===== config.mk =====
export PLATFORM = sky130hd
export DESIGN_NAME = cpu_ctrl_sequencer_flat
export DESIGN_NICKNAME = d
export VERILOG_FILES = /design/src/rtl/cpu_ctrl_sequencer_if.sv /design/src/rtl/cpu_ctrl_sequencer.sv /design/src/flat_wrapper.sv
export SDC_FILE = /design/constraint.sdc
export NUM_CORES = 1
export LEC_CHECK = 0
export CAP_MARGIN = 20
export CORE_MARGIN = 8
export CORE_UTILIZATION = 43
export CTS_BUF_LIST = sky130_fd_sc_hd__clkbuf_2
export CTS_CLUSTER_SIZE = 20
export DETAILED_ROUTE_END_ITERATION = 6
export PLACE_DENSITY_LB_ADDON = 0.05
export SETUP_SLACK_MARGIN = 0.5
export SYNTH_ARGS = -nofsm -noshare
export SYNTH_HDL_FRONTEND = slang
export SYNTH_SLANG_ARGS = --single-unit

===== constraint.sdc =====
create_clock -name clk -period 6.07 [get_ports clk]
set_input_delay 1.5175 -clock clk [delete_from_list [all_inputs] [get_ports clk]]
set_output_delay 1.5175 -clock clk [all_outputs]
set_load 0.05 [all_outputs]

===== src/rtl/cpu_ctrl_sequencer_if.sv =====
// Fetch bus plus the ALU and accumulator connections between the CPU control sequencer and the datapath.
// master = sequencer side; slave = program memory / ALU / accumulator side.
interface cpu_ctrl_sequencer_if #(
  parameter int unsigned PC_WIDTH   = 8,
  parameter int unsigned DATA_WIDTH = 8
);
  logic                  instr_req;
  logic [PC_WIDTH-1:0]   instr_addr;
  logic                  instr_valid;
  logic [7:0]            instr_data;
  logic [2:0]            alu_component_select;
  logic [DATA_WIDTH-1:0] alu_input_1;
  logic [DATA_WIDTH-1:0] alu_input_2;
  logic [DATA_WIDTH-1:0] alu_result;
  logic [DATA_WIDTH-1:0] acc_read_port;
  logic                  acc_write_bit;
  logic [DATA_WIDTH-1:0] acc_write_port;

  modport master (
    output instr_req, instr_addr, alu_component_select, alu_input_1, alu_input_2,
           acc_write_bit, acc_write_port,
    input  instr_valid, instr_data, alu_result, acc_read_port
  );

  modport slave (
    input  instr_req, instr_addr, alu_component_select, alu_input_1, alu_input_2,
           acc_write_bit, acc_write_port,
    output instr_valid, instr_data, alu_result, acc_read_port
  );
endinterface


===== src/rtl/cpu_ctrl_sequencer.sv =====
// Control sequencer for the 8-bit CPU: fetches, decodes and executes byte instructions.
// Optional macro CTRL_BRANCH_EN turns op 111 with bit 4 clear into JMPZ (jump if acc == 0).
module cpu_ctrl_sequencer #(
  parameter int unsigned PC_WIDTH   = 8,
  parameter int unsigned DATA_WIDTH = 8
) (
  input  logic                  clk,
  input  logic                  rst_n,
  input  logic                  start,
  cpu_ctrl_sequencer_if.master  bus,
  input  logic [DATA_WIDTH-1:0] in0,
  input  logic [DATA_WIDTH-1:0] in1,
  input  logic [DATA_WIDTH-1:0] in2,
  output logic [DATA_WIDTH-1:0] out0,
  output logic [DATA_WIDTH-1:0] out1,
  output logic [DATA_WIDTH-1:0] out2,
  output logic                  halted
);

  typedef enum logic [2:0] {
    S_IDLE, S_FETCH, S_FETCH_IMM, S_EXEC, S_WB, S_HALT
  } state_e;

  state_e                state_q, state_d;
  logic [PC_WIDTH-1:0]   pc_q, pc_d;
  logic [4:0]            ir_q, ir_d;
  logic [7:0]            imm_q, imm_d;
  logic [2:0]            sel_q, sel_d;
  logic [DATA_WIDTH-1:0] a1_q, a1_d, a2_q, a2_d;
  logic [DATA_WIDTH-1:0] accw_q, accw_d;
  logic [DATA_WIDTH-1:0] out0_q, out0_d, out1_q, out1_d, out2_q, out2_d;

  logic [2:0]            op;
  logic [1:0]            src;
  logic                  is_alu;
  logic [DATA_WIDTH-1:0] operand;
  logic [2:0]            exec_sel;
  logic [DATA_WIDTH-1:0] exec_a1;

  assign op     = ir_q[4:2];
  assign src    = ir_q[1:0];
  assign is_alu = (op <= 3'b101);

  // Takes instr_data[7:3]: op in [4:2], src/dst in [1:0].
  function automatic logic needs_imm(input logic [4:0] b);
`ifdef CTRL_BRANCH_EN
    return ((b[4:2] <= 3'b101) && (b[1:0] == 2'b11)) || ((b[4:2] == 3'b111) && !b[1]);
`else
    return (b[4:2] <= 3'b101) && (b[1:0] == 2'b11);
`endif
  endfunction

  always_comb begin
    operand = imm_q;
    case (src)
      2'b00:   operand = in0;
      2'b01:   operand = in1;
      2'b10:   operand = in2;
      default: operand = imm_q;
    endcase
    exec_sel = op;
    exec_a1  = bus.acc_read_port;
    if (op == 3'b101) begin
      exec_sel = 3'b111;
      exec_a1  = operand;
    end
  end

  always_comb begin
    state_d = state_q;
    pc_d    = pc_q;
    ir_d    = ir_q;
    imm_d   = imm_q;
    sel_d   = sel_q;
    a1_d    = a1_q;
    a2_d    = a2_q;
    accw_d  = accw_q;
    out0_d  = out0_q;
    out1_d  = out1_q;
    out2_d  = out2_q;
    case (state_q)
      S_IDLE, S_HALT: begin
        if (start) begin
          pc_d    = '0;
          state_d = S_FETCH;
        end
      end
      S_FETCH: begin
        if (bus.instr_valid) begin
          ir_d    = bus.instr_data[7:3];
          pc_d    = pc_q + PC_WIDTH'(1);
          state_d = needs_imm(bus.instr_data[7:3]) ? S_FETCH_IMM : S_EXEC;
        end
      end
      S_FETCH_IMM: begin
        if (bus.instr_valid) begin
          imm_d   = bus.instr_data;
          pc_d    = pc_q + PC_WIDTH'(1);
          state_d = S_EXEC;
        end
      end
      S_EXEC: begin
        if (is_alu) begin
          sel_d   = exec_sel;
          a1_d    = exec_a1;
          a2_d    = operand;
          accw_d  = bus.alu_result;
          state_d = S_WB;
        end else if (op == 3'b110) begin
          case (src)
            2'b00:   out0_d = bus.acc_read_port;
            2'b01:   out1_d = bus.acc_read_port;
            2'b10:   out2_d = bus.acc_read_port;
            default: ;
          endcase
          state_d = S_FETCH;
        end else begin
`ifdef CTRL_BRANCH_EN
          if (!src[1]) begin
            if (bus.acc_read_port == '0) pc_d = PC_WIDTH'(imm_q);
            state_d = S_FETCH;
          end else begin
            state_d = S_HALT;
          end
`else
          state_d = S_HALT;
`endif
        end
      end
      S_WB:    state_d = S_FETCH;
      default: state_d = S_IDLE;
    endcase
  end

  always_ff @(posedge clk or negedge rst_n) begin
    if (!rst_n) begin
      state_q <= S_IDLE;
      pc_q    <= '0;
      ir_q    <= '0;
      imm_q   <= '0;
      sel_q   <= '0;
      a1_q    <= '0;
      a2_q    <= '0;
      accw_q  <= '0;
      out0_q  <= '0;
      out1_q  <= '0;
      out2_q  <= '0;
    end else begin
      state_q <= state_d;
      pc_q    <= pc_d;
      ir_q    <= ir_d;
      imm_q   <= imm_d;
      sel_q   <= sel_d;
      a1_q    <= a1_d;
      a2_q    <= a2_d;
      accw_q  <= accw_d;
      out0_q  <= out0_d;
      out1_q  <= out1_d;
      out2_q  <= out2_d;
    end
  end

  // The _d values equal the live EXEC drive and the held _q values elsewhere,
  // so the ALU sees new operands during EXEC and keeps them afterwards.
  assign bus.alu_component_select = sel_d;
  assign bus.alu_input_1          = a1_d;
  assign bus.alu_input_2          = a2_d;
  assign bus.acc_write_port       = accw_q;
  assign bus.acc_write_bit        = (state_q == S_WB);
  assign bus.instr_req            = (state_q == S_FETCH) || (state_q == S_FETCH_IMM);
  assign bus.instr_addr           = pc_q;
  assign out0                     = out0_q;
  assign out1                     = out1_q;
  assign out2                     = out2_q;
  assign halted                   = (state_q == S_HALT);

endmodule


===== src/flat_wrapper.sv =====
// flat-port wrapper written by rule: the top's interface ports become plain ports
module cpu_ctrl_sequencer_flat 
#(
  parameter int unsigned PC_WIDTH   = 8,
  parameter int unsigned DATA_WIDTH = 8
)
  (clk, rst_n, start, in0, in1, in2, out0, out1, out2, halted, bus_instr_req, bus_instr_addr, bus_alu_component_select, bus_alu_input_1, bus_alu_input_2, bus_acc_write_bit, bus_acc_write_port, bus_instr_valid, bus_instr_data, bus_alu_result, bus_acc_read_port);
  cpu_ctrl_sequencer_if #(.PC_WIDTH(PC_WIDTH), .DATA_WIDTH(DATA_WIDTH)) bus_i ();
  input  logic clk;
  input  logic rst_n;
  input  logic start;
  input  logic [DATA_WIDTH-1:0] in0;
  input  logic [DATA_WIDTH-1:0] in1;
  input  logic [DATA_WIDTH-1:0] in2;
  output logic [DATA_WIDTH-1:0] out0;
  output logic [DATA_WIDTH-1:0] out1;
  output logic [DATA_WIDTH-1:0] out2;
  output logic halted;
  output wire logic [$bits(bus_i.instr_req)-1:0] bus_instr_req;
  output wire logic [$bits(bus_i.instr_addr)-1:0] bus_instr_addr;
  output wire logic [$bits(bus_i.alu_component_select)-1:0] bus_alu_component_select;
  output wire logic [$bits(bus_i.alu_input_1)-1:0] bus_alu_input_1;
  output wire logic [$bits(bus_i.alu_input_2)-1:0] bus_alu_input_2;
  output wire logic [$bits(bus_i.acc_write_bit)-1:0] bus_acc_write_bit;
  output wire logic [$bits(bus_i.acc_write_port)-1:0] bus_acc_write_port;
  input wire logic [$bits(bus_i.instr_valid)-1:0] bus_instr_valid;
  input wire logic [$bits(bus_i.instr_data)-1:0] bus_instr_data;
  input wire logic [$bits(bus_i.alu_result)-1:0] bus_alu_result;
  input wire logic [$bits(bus_i.acc_read_port)-1:0] bus_acc_read_port;
  assign bus_instr_req = bus_i.instr_req;
  assign bus_instr_addr = bus_i.instr_addr;
  assign bus_alu_component_select = bus_i.alu_component_select;
  assign bus_alu_input_1 = bus_i.alu_input_1;
  assign bus_alu_input_2 = bus_i.alu_input_2;
  assign bus_acc_write_bit = bus_i.acc_write_bit;
  assign bus_acc_write_port = bus_i.acc_write_port;
  assign bus_i.instr_valid = bus_instr_valid;
  assign bus_i.instr_data = bus_instr_data;
  assign bus_i.alu_result = bus_alu_result;
  assign bus_i.acc_read_port = bus_acc_read_port;
  cpu_ctrl_sequencer #(.PC_WIDTH(PC_WIDTH), .DATA_WIDTH(DATA_WIDTH)) u_core (.clk(clk), .rst_n(rst_n), .start(start), .bus(bus_i), .in0(in0), .in1(in1), .in2(in2), .out0(out0), .out1(out1), .out2(out2), .halted(halted));
endmodule

==> impl_results.md <==
- Status: completed
- Hold WC Path Type: flop to flop
- Cell row count: 32
- Antenna viol nets, final: 0
- CTS max path bufs: 2
- Area Growth Syn to Fin: 39.3%
- Worst vdd ir: 335 uV
- Post-DP HPWL: 6370 um
- Hold buffers post-CTS: 0
- Min Tclk post-route: 4.96 ns
- Ports: 114
- Internal Dissipation: 0.00138 W
- Clock network fraction of total power: 0.087
- Setup_tns: 0 ns
- Type of destination of the critical path: output pin
- Net total in the final layout: 424
- Register bit count reported by yosys: 75
- Die area: 10,900 um^2
- # H-tree levels: 3
- CTS clock-pin slew for the worst setup and hold paths: 0.18 ns
- Setup CP Type: input pin to output pin
- Port bufs: 113
- Fillers: 635
- WL/cell: 18.3 um
- Crit path max fanout: 2
- Inserted Clock Buffers: 9
- Worst slew margin: 0.358
- Pwr Density: 584 nW/um^2
- CTS root buf: clkbuf_2
- Worst slew pin tran: 0.963 ns
- Largest net degree at the start of global routing: 76
- Reg power frac: 0.316
- Setup bufs post-CTS: 0
- Via density: 5.29
- Placer Congestion: 0.760
- # setup viols final: 0
- Switch share: 0.496
- Share of layout cells above drive strength 1: 0.242
- Max-cap viol count: 0
- Drt first pass iters: 4
- Fin Clk Skew: 0.0347 ns
- Synthesis warning total: 0
- Post-CTS sizing: 0
- LEAKAGE: 1.95 nW
- DR iter-0 viols: 93
- CTS Sinks: 75
- CTS tree: done
- Worst path required time: 4.55 ns
- Max Slew Vio Count: 0
- Post-Syn Area: 3370 um^2
- Placed instance area: 4600 um^2
- Post-synthesis cell type count: 39
- Final Hold Vio Count: 0
- Vias in the first global route: 2,596
- Clk Latency, worst-skew pair: 0.49 ns
- RSZ-0062 raised after global routing: false
- Core area: 7650 um^2
- Synthesized area per cell: 13.1 um^2
- WP data arrival: 3.45 ns
- Period utilisation layout: 0.818
- Total GRT Usage: 0.162
- Die width: 105 um
- Syn Inst Count: 257
- Gate power share: 0.597
- Total Wirelength: 8730 um
- Crit path launch type: input pin
- Ant diodes: 0
- Global-route wire length before repair: 14,300 um
- Drt drc: 0
- Total grt overflow: 0
- Via Count: 2,527
- Syn Nets: 310
- Initial antenna violation count: 0
- Starting Density: 0.441
- Sw Pwr: 0.00136 W
- Die Ht: 105 um
- Max Fclk: 201 MHz
- Design Area, Final: 4700 um^2
- Register area share after synthesis: 0.557
[state kept, by name, indices dropped and copies added, names as in the netlist]
register,flops
u_core.imm_q,8
u_core.a1_q,8
u_core.sel_q,3
u_core.out0,8
u_core.ir_q,5
u_core.bus.instr_addr,8
u_core.state_q,3
u_core.a2_q,8
u_core.bus.acc_write_port,8
u_core.out1,8
u_core.out2,8
[logic make-up after synthesis]
kind of cell / synth area share
muxes: 0.237
buffers and inverters: 0.0186
adders and majority gates: 0.00371
and+or+nand+nor: 0.126
AOI/OAI and AO/OA: 0.0531
DFF: 0.557
xor gates and xnor gates: 0.00520
[synthesized netlist by cell type (all sizes together)]
library cell	n	area, um^2
dfrtp	75	1880
mux2	55	619
nand2	24	90.1
nor2	14	52.6
o21ai	9	45.0
a31oi	8	50.1
buf	8	43.8
mux4	8	180
a21oi	7	35.0
nor3b	6	67.6
clkbuf	5	18.8
or3	5	31.3
nand2b	4	25.0
nor3	4	31.3
nand3	3	15.0
o31ai	2	15.0
or2	2	12.5
a211oi	1	7.51
and2	1	6.26
and3	1	6.26
and4	1	8.76
ha	1	12.5
nand3b	1	20.0
nand4	1	6.26
nand4b	1	8.76
nor2b	1	6.26
nor4	1	6.26
nor4b	1	8.76
nor4bb	1	10.0
o22a	1	8.76
o2bb2ai	1	8.76
o311ai	1	8.76
or4bb	1	11.3
xnor2	1	8.76
xor2	1	8.76
[path summary, 6_finish.rpt]
kind | from | slack, ns | end | cells past startpoint
max reg2reg | u_core.state_q[2] | 3.56 | u_core.out2[1] | 4
min | u_core.a2_q[4] | 0.52 | u_core.a2_q[4] | 1
min reg2reg | u_core.a2_q[4] | 0.52 | u_core.a2_q[4] | 1
min in group asynchronous | rst_n | 1.11 | u_core.bus.acc_write_port[4] | 1
max | in2[3] | 1.11 | bus_alu_input_1[3] | 5
max in group asynchronous | rst_n | 4.29 | u_core.a2_q[1] | 1
[critical path, cell delays in order]
cell and delay (ns):
clkdlybuf4s50_1 0.46, mux4_2 0.25, nand2_1 0.08, a31oi_1 0.26, clkdlybuf4s50_1 0.87
[area by class of cell]
class / instances / area [um^2] / share of cell area
timing repair buffer: 116 / 1150 / 0.245
multi-input combinational: 169 / 1450 / 0.309
clock buffer: 11 / 55.1 / 0.0117
clock inverter: 5 / 38.8 / 0.00826
sequential: 75 / 1880 / 0.400
tap: 102 / 128 / 0.0272
[power by group through the flow]
stage          Sequential (W)  Clock [W]  Combinational, W
2_1_floorplan         0.00106          0          0.000924
3_5_place_dp         0.000885          0           0.00165
6_report             0.000867   0.000239           0.00164
4_1_cts              0.000872   0.000250           0.00165
5_1_grt              0.000901   0.000268           0.00172
3_3_place_gp         0.000877          0           0.00163
[cell usage in the layout, fill, tap and decap left out, types with 2 or more instances in the layout]
cell type / n
a21oi_1: 6
a31oi_1: 8
buf_4: 3
clkbuf_2: 11
clkdlybuf4s50_1: 112
clkinvlp_4: 4
dfrtp_1: 75
mux2_2: 55
mux4_2: 8
nand2_1: 24
nand2b_1: 4
nand3_1: 3
nor2_1: 14
nor3_1: 3
nor3b_1: 4
nor3b_4: 2
o21ai_0: 9
o31ai_1: 2
or2_2: 2
or3_1: 5
[stage by stage]
step | power, W | instances | hold WS [ns] | worst slack (ns) | util
4_1_cts | 0.00278 | 478 | 0.529 | 1.05 | 0.614
2_1_floorplan | 0.00199 | 257 | 0.475 | 1.83 | -
3_3_place_gp | 0.00251 | 461 | 0.480 | 1.14 | 0.601
6_report | 0.00274 | 478 | 0.520 | 1.11 | 0.614
5_1_grt | 0.00289 | 478 | 0.546 | 0.937 | 0.614
3_5_place_dp | 0.00254 | 462 | 0.488 | 1.11 | 0.602
[per-layer routing]
layer  vias to the layer above  wire, um  global-route usage
li1                       1172         -                   -
met1                      1268      4070               0.218
met2                        80      3980               0.246
met3                         7       609              0.0461
met4                         0        73              0.0496
met5                         -         0                   0
(Power assumes the default switching activity.)
